**src/rtl/accum_run_sequencer.sv**
```systemverilog
// Run controller for the ROM-fed accumulator: clear, issue LAT-aligned reads, drain, report done.
// Optional busy-cycle counter on run_cycles when RUN_CYCLES_EN is defined.
module accum_run_sequencer #(
    parameter int ADDR_W = 8,
    parameter int LAT    = 3
) (
    input  logic              clk,
    input  logic              rst,
    input  logic              start,
    input  logic [ADDR_W-1:0] base_addr,
    input  logic [ADDR_W:0]   length,
    input  logic              abort,
    output logic              busy,
    output logic              done,
    output logic              aborted,
    output logic              err_busy,
    output logic [ADDR_W-1:0] rom_addr,
    output logic              rom_rd_en,
    output logic              acc_clear,
    output logic              acc_valid
`ifdef RUN_CYCLES_EN
    ,
    output logic [31:0]       run_cycles
`endif
);

    localparam logic [2:0] S_IDLE  = 3'd0;
    localparam logic [2:0] S_CLEAR = 3'd1;
    localparam logic [2:0] S_ISSUE = 3'd2;
    localparam logic [2:0] S_DRAIN = 3'd3;
    localparam logic [2:0] S_DONE  = 3'd4;

    localparam logic [ADDR_W:0] ONE_ENTRY  = {{ADDR_W{1'b0}}, 1'b1};
    localparam logic [3:0]      DRAIN_LOAD = 4'(LAT - 1);

    logic [2:0]        state_q, state_d;
    logic [ADDR_W-1:0] base_q;
    logic [ADDR_W:0]   len_q;
    logic [ADDR_W-1:0] addr_q;
    logic [ADDR_W:0]   rem_q;
    logic [3:0]        drain_q;
    logic [LAT-1:0]    vld_q;

    logic busyState;
    logic takeAbort;
    logic acceptStart;

    assign busyState   = (state_q == S_CLEAR) || (state_q == S_ISSUE) || (state_q == S_DRAIN);
    assign takeAbort   = busyState && abort;
    assign acceptStart = start && ((state_q == S_IDLE) || (state_q == S_DONE));

    always_comb begin
        state_d = state_q;
        if (takeAbort) begin
            state_d = S_IDLE;
        end else begin
            case (state_q)
                S_IDLE:  if (start) state_d = S_CLEAR;
                S_CLEAR: state_d = (len_q != '0) ? S_ISSUE : S_DONE;
                S_ISSUE: if (rem_q == ONE_ENTRY) state_d = S_DRAIN;
                S_DRAIN: if (drain_q == 4'd0) state_d = S_DONE;
                S_DONE:  state_d = start ? S_CLEAR : S_IDLE;
                default: state_d = S_IDLE;
            endcase
        end
    end

    // The address is not advanced past the final read so rom_addr keeps the last issued address.
    always_ff @(posedge clk) begin
        if (rst) begin
            state_q <= S_IDLE;
            base_q  <= '0;
            len_q   <= '0;
            addr_q  <= '0;
            rem_q   <= '0;
            drain_q <= '0;
        end else begin
            state_q <= state_d;
            if (acceptStart) begin
                base_q <= base_addr;
                len_q  <= length;
            end
            if (!takeAbort) begin
                case (state_q)
                    S_CLEAR: begin
                        addr_q <= base_q;
                        rem_q  <= len_q;
                    end
                    S_ISSUE: begin
                        rem_q <= rem_q - ONE_ENTRY;
                        if (rem_q == ONE_ENTRY) begin
                            drain_q <= DRAIN_LOAD;
                        end else begin
                            addr_q <= addr_q + 1'b1;
                        end
                    end
                    S_DRAIN: if (drain_q != 4'd0) drain_q <= drain_q - 4'd1;
                    default: ;
                endcase
            end
        end
    end

    // Valid delay line; an abort flushes it so no stale strobes reach the accumulator.
    always_ff @(posedge clk) begin
        if (rst || takeAbort) begin
            vld_q <= '0;
        end else begin
            vld_q <= (vld_q << 1) | LAT'(rom_rd_en);
        end
    end

`ifdef RUN_CYCLES_EN
    logic [31:0] cyc_q;
    logic [31:0] run_q;

    // The latch adds one because the final busy cycle's increment lands on the same edge.
    always_ff @(posedge clk) begin
        if (rst) begin
            cyc_q <= '0;
            run_q <= '0;
        end else begin
            if (acceptStart) begin
                cyc_q <= '0;
            end else if (busyState) begin
                cyc_q <= cyc_q + 32'd1;
            end
            if (state_d == S_DONE) begin
                run_q <= cyc_q + 32'd1;
            end
        end
    end

    assign run_cycles = run_q;
`endif

    assign busy      = busyState;
    assign done      = (state_q == S_DONE);
    assign aborted   = takeAbort;
    assign err_busy  = start && busyState && !abort;
    assign rom_addr  = addr_q;
    assign rom_rd_en = (state_q == S_ISSUE);
    assign acc_clear = (state_q == S_CLEAR);
    assign acc_valid = vld_q[LAT-1];

endmodule

```
**config.mk**
```make
export PLATFORM = sky130hd
export DESIGN_NAME = accum_run_sequencer
export DESIGN_NICKNAME = d
export VERILOG_FILES = /design/src/rtl/accum_run_sequencer.sv
export SDC_FILE = /design/constraint.sdc
export NUM_CORES = 1
export LEC_CHECK = 0
export CAP_MARGIN = 20
export CORE_MARGIN = 3
export CORE_UTILIZATION = 40
export DETAILED_ROUTE_END_ITERATION = 8
export REMOVE_ABC_BUFFERS = 1
export SYNTH_ARGS = -nofsm -noshare
export SYNTH_HDL_FRONTEND = slang
export SYNTH_SLANG_ARGS = --single-unit
```
**constraint.sdc**
```tcl
create_clock -name clk -period 2.46 [get_ports clk]
set_input_delay 0.492 -clock clk [delete_from_list [all_inputs] [get_ports clk]]
set_output_delay 0.492 -clock clk [all_outputs]
set_load 0.005 [all_outputs]
```
Yosys cells after proc, flatten, opt, wreduce, memory -nomap -nowiden
Index checks and enable logic that the tools add are counted.
{"block": "word_totals", "word_cells": 54, "regBits": 44}
{"block": "classes", "n_bitwise": 2, "n_reduce_logical": 20, "addsub": 3, "eq_ne": 10, "n_mux": 12}
{"operator": "case mux 9 bit (2 select lines)", "count": 1}
{"operator": "case mux 8 bit (2 select lines)", "count": 1}
{"operator": "case mux 3 bit (5 select lines)", "count": 1}
{"operator": "two-way mux 3 bit", "count": 4}
{"operator": "equality test 9 x 1 -> 1 bit, second input constant", "count": 1}
{"operator": "nonzero test 9 bit", "count": 1}
{"operator": "subtractor 9 x 1 -> 9 bit, second input constant", "count": 1}
{"operator": "adder 8 x 1 -> 8 bit, second input constant", "count": 1}
{"operator": "two-way mux 4 bit", "count": 2}
{"operator": "two-way mux 8 bit", "count": 1}
{"operator": "case mux 4 bit (2 select lines)", "count": 1}
{"operator": "equality test 3 x 2 -> 1 bit, second input constant", "count": 2}
{"operator": "inequality test 2 x 1 -> 1 bit, second input constant", "count": 3}
{"operator": "AND reduction 3 bit", "count": 2}
{"operator": "logical AND 1 bit", "count": 4}
{"operator": "zero test 4 bit", "count": 1}
{"operator": "logical OR 1 bit", "count": 4}
{"operator": "inequality test 2 bit, second input constant", "count": 2}
{"operator": "AND reduction 4 bit", "count": 1}
{"operator": "nonzero test 2 bit", "count": 2}
{"operator": "nonzero test 4 bit", "count": 1}
{"operator": "subtractor 4 x 1 -> 4 bit, second input constant", "count": 1}
{"operator": "equality test 3 x 1 -> 1 bit, second input constant", "count": 1}
{"operator": "equality test 3 bit, second input constant", "count": 1}
{"operator": "other kinds (7)", "count": 7}

Depth between registers and ports, before layout
{"block": "depth", "ltp_word": 6, "mapped_depth": 7, "mapped_depth_nobuf": 6}

Worst setup path after synthesis
OpenSTA, ideal clock, no wires.
{"block": "synth_path", "kind": "reg2reg", "start": "register state_q[1]", "end": "register addr_q[7] (netlist: rom_addr[7])", "stages_incl_launch_ff": 8, "synth_period_minus_slack_ns": 1.585, "t_arrival_ns": 1.468, "setup_time_ns": 0.117, "slack_ns": 0.875, "n_path_buf": 3, "path_cell_list": "dfxtp_1 > buf_6 > or3b_4 > buf_6 > buf_6 > nand2_2 > o41ai_2 > a32o_1"}
{"block": "synth_between", "elab_chain_cells": 6}
{"element": "from (decl)", "line_no": "36", "rtl": "logic [2:0] state_q, state_d;"}
{"element": "from (signal assigned)", "line_no": "78", "rtl": "state_q <= state_d;"}
{"element": "equality test 3 x 1 -> 1 bit / equality test 3 x 2 -> 1 bit (equally long branches)", "line_no": "48, 84"}
{"element": "logical OR 1 bit (2 in a row)", "line_no": "48", "rtl": "assign busyState = (state_q == S_CLEAR) || (state_q == S_ISSUE) || (state_q == S_DRAIN);"}
{"element": "logical AND 1 bit", "line_no": "49", "rtl": "assign takeAbort = busyState && abort;"}
{"element": "NOT 1 bit (no line)"}
{"element": "AND reduction 3 bit (no line)"}
{"element": "to (signal assigned)", "line_no": "86", "rtl": "addr_q <= base_q;"}
{"element": "to (signal assigned)", "line_no": "94", "rtl": "addr_q <= addr_q + 1'b1;"}
{"element": "to (decl)", "line_no": "39", "rtl": "logic [ADDR_W-1:0] addr_q;"}
Several ways; a longest one is shown, not always the timed one.
A chain may end at the register's enable or synchronous reset.

Final worst setup path
{"block": "layout_path", "start": "register state_q[0]", "end": "output acc_clear"}
{"block": "layout_between", "elab_chain_cells": 1}
{"element": "equality test 3 x 1 -> 1 bit", "line_no": "143", "rtl": "assign acc_clear = (state_q == S_CLEAR);"}
{"element": "to (decl)", "line_no": "19", "rtl": "output logic acc_clear,"}
Every way passes these cells.

==> reports/qor.yml <==
clock_tree:
  cts.sinks: 44
  cts_root_buf: "clkbuf_8"
  cts.htree.levels: 2
  tritoncts: "built"
  post_cts_buffers: 0
  ctsHoldBuffers: 0
  clk_latency_ns: 0.29
  cts_resized: 0
  path_clk_slew_ns: 0.08
  cts_buffer_depth: 2
  numCtsBuffers: 5
timing:
  worst_clock_skew_ns: 0.00279
  period_share_pct: 93.4
  max_freq_mhz: 435
  maxSlewHeadroom_pct: 56.9
  slew_viol_final: 0
  finalWorstSetupSlack_ns: 0.163
  grt_setup_unrepaired: "no"
  fin_tns_setup_ns: 0
  finalSetupViolations: 0
  period_needed_ns: 2.30
  worst_pin_slew_ns: 0.644
  final_hold_viol_count: 0
route:
  wl_per_cell_um: 14.7
  viasPerCell: 5.56
  wirelength_um: 5750
  drc: 0
  ant_nets: 0
  dr.pass1.iters: 4
  num_vias: 2181
  drt_iter0_drc: 156
die:
  die_w_um: 82.7
  dieArea_mm2: 0.00684
  die_y_um: 82.7
  core_mm2: 0.00561
  initial_utilization_pct: 42.0
  rows: 27
  ioPinCount: 36
critical_path:
  worst_path_dominant_cell_family: "buffers and inverters"
  max_stage_delay_ns: 0.52
  critPathBufInv: 1
  setup.worst_path.end_class: "primary output"
  worst_path_most_repeated_cell: "nor2b_1"
  path_max_fanout: 9
  cp.depth: 3
  worstPathArrival_ns: 1.80
  crit_chain: "nor2b_1 > nor2b_1 > clkdlybuf4s50_1"
  path_class: "reg -> out"
  worstRegToRegCells: 5
  critPathLaunchType: "flip-flop"
  cp_slowest_cell: "clkdlybuf4s50_1"
  required_ns: 1.97
synth:
  synth_top_family_by_area: "simple AND/OR/NAND/NOR gates"
  ys.flop_type: "dfxtp_1"
  synth.distinct_cells: 62
  async_reset_ff_share_pct: 0
  yosys.area_share.adder_pct: 2.66
  synth_warnings: 0
  syn_area_mm2: 0.00235
  synth_cells: 285
  synthSimpleGateAreaFrac_pct: 28.2
  synth_compound_area_share_pct: 24.3
  synth.area.mux_share_pct: 0
  synth_edf_count: 0
  yosys.area_share.xor_xnor_pct: 0.372
  syn_area_per_cell_um2: 8.26
  seq_area_frac_synth_pct: 37.4
  ys_ff_latch: 44
placement:
  place_inst: 384
  pre_cts_ws_ns: 0.193
  gp_congestion: 0.843
  post_dp_cell_area_mm2: 0.00274
  dp_hpwl_um: 4060
  io_buffers: 35
global_routing:
  grt_start_max_net_pins: 31
  antenna_found_initial: 0
  groute.usage.overall_pct: 18.4
  grt_pass1_wl_um: 9850
  grt_pass1_vias: 2026
  grt-ovfl-total: 0
cells_and_area:
  design_area_mm2: 0.00283
  n_antenna_cell: 0
  fin_cells: 392
  fillers: 602
  nNetsFinal: 345
  syn2layout_area_growth_pct: 20.2
  drive_gt1_share_pct: 10.6
power_and_ir_drop:
  power.density_mw_per_mm2: 785
  power_mw: 2.22
  leakagePower_nw: 1.01
  ir_worst_vdd_v: 0.000293
hold_path:
  worstHoldPathCells: 1
  min_path_type: "reg -> reg"
status:
  status: "complete, no violations"
flow_run:
  cap_viol_max_count: 0
[state kept, by name, summed over array words and instances (netlist names)]
signal and flops:
drain_q 4, base_q 8, len_q 9, vld_q 3, state_q 3, rom_addr 8, rem_q 9
[where the power goes]
group	internal, mW	switching (mW)	leakage (nW)
clock network	0.229	0.242	0.0455
registers	0.806	0.0965	0.358
logic	0.371	0.476	0.611
total	1.41	0.815	1.01
[cell usage after synthesis, types with 2 or more instances]
library cell  count  area, um2
nand2_1          52        195
dfxtp_1          44        881
a21oi_1          33        165
nor2_1           15       56.3
nand3_1          10       50.1
nor3_1            8       40.0
clkbuf_1          7       26.3
inv_1             7       26.3
o21ai_0           7       35.0
a211oi_1          6       45.0
and2_1            5       31.3
buf_6             5       56.3
ha_1              5       62.6
a31oi_1           4       25.0
and3_1            4       25.0
buf_2             4       20.0
nand4b_1          4       35.0
nor4_1            4       25.0
o21ai_1           4       20.0
a21o_1            3       22.5
a31o_1            3       26.3
nor2b_1           3       18.8
a2111oi_0         2       17.5
a311oi_1          2       17.5
a32o_1            2       20.0
nand3b_1          2       15.0
nor3b_2           2       25.0
o211ai_1          2       15.0
o32ai_2           2       32.5
or3_1             2       12.5
[layout make-up]
type,instances,area (um2),share of cell area (%)
inverters,8,35.0,1.24
repair buffers,45,425,15.0
clock buffers,8,90.1,3.18
well taps,72,90.1,3.18
multi-input cells,215,1310,46.2
flip-flops and latches,44,881,31.1
[cells by family (layout without fill, tap and decap cells)]
logic type | after synthesis | count (layout)
compound gates | 83 | 83
buf+inv | 26 | 61
fa+ha+maj | 5 | 5
flops | 44 | 44
xor+xnor | 1 | 1
simple gates | 126 | 126
[placed cells by master (no fill, tap or decap), types with 2 or more instances in the layout]
master            n
a2111oi_0         2
a211oi_1          6
a21o_1            3
a21oi_1          33
a311oi_1          2
a31o_1            3
a31oi_1           4
a32o_1            2
and2_1            5
and3_1            4
buf_4            10
clkbuf_1          2
clkbuf_8          6
clkdlybuf4s50_1  35
dfxtp_1          44
ha_1              5
inv_1             7
nand2_1          52
nand3_1          10
nand3b_1          2
nand4b_1          4
nor2_1           15
nor2b_1           3
nor3_1            8
nor3b_2           2
nor4_1            4
o211ai_1          2
o21ai_0           7
o21ai_1           4
o32ai_2           2
or3_1             2
[worst register-to-register path: cells and delay by family, from the launching register on]
family / cells / cell delay, ns
flip-flops: 1 / 0.41
AO/OA/AOI/OAI: 2 / 0.27
buffers and inverters: 1 / 0.25
AND/OR/NAND/NOR: 2 / 0.85
[through the flow]
| step | util, % | hold slack [ns] |
|---|---|---|
| after global routing | 50.4 | 0.450 |
| after CTS | 50.4 | 0.435 |
| final | 50.4 | 0.432 |
| after floorplan | - | 0.406 |
| after detailed placement | 48.8 | 0.416 |
| after global placement | 48.8 | 0.407 |
[routing by layer]
metal / vias to the layer above / global-route usage [%] / wire (um)
met5: - / 0 / 0
met2: 59 / 28.7 / 2530
met3: 9 / 2.49 / 240
li1: 1096 / - / -
met1: 1017 / 26.1 / 2890
met4: 0 / 6.21 / 89
[final timing paths]
| kind | from | end | slack [ns] |
|---|---|---|---|
| worst min-delay path | vld_q[1] | vld_q[2] | 0.43 |
| worst max register to register | state_q[0] | rem_q[7] | 0.57 |
| worst max-delay path | state_q[0] | acc_clear | 0.16 |
| worst min register to register | vld_q[1] | vld_q[2] | 0.43 |
Power figures use the tool's default switching activity.
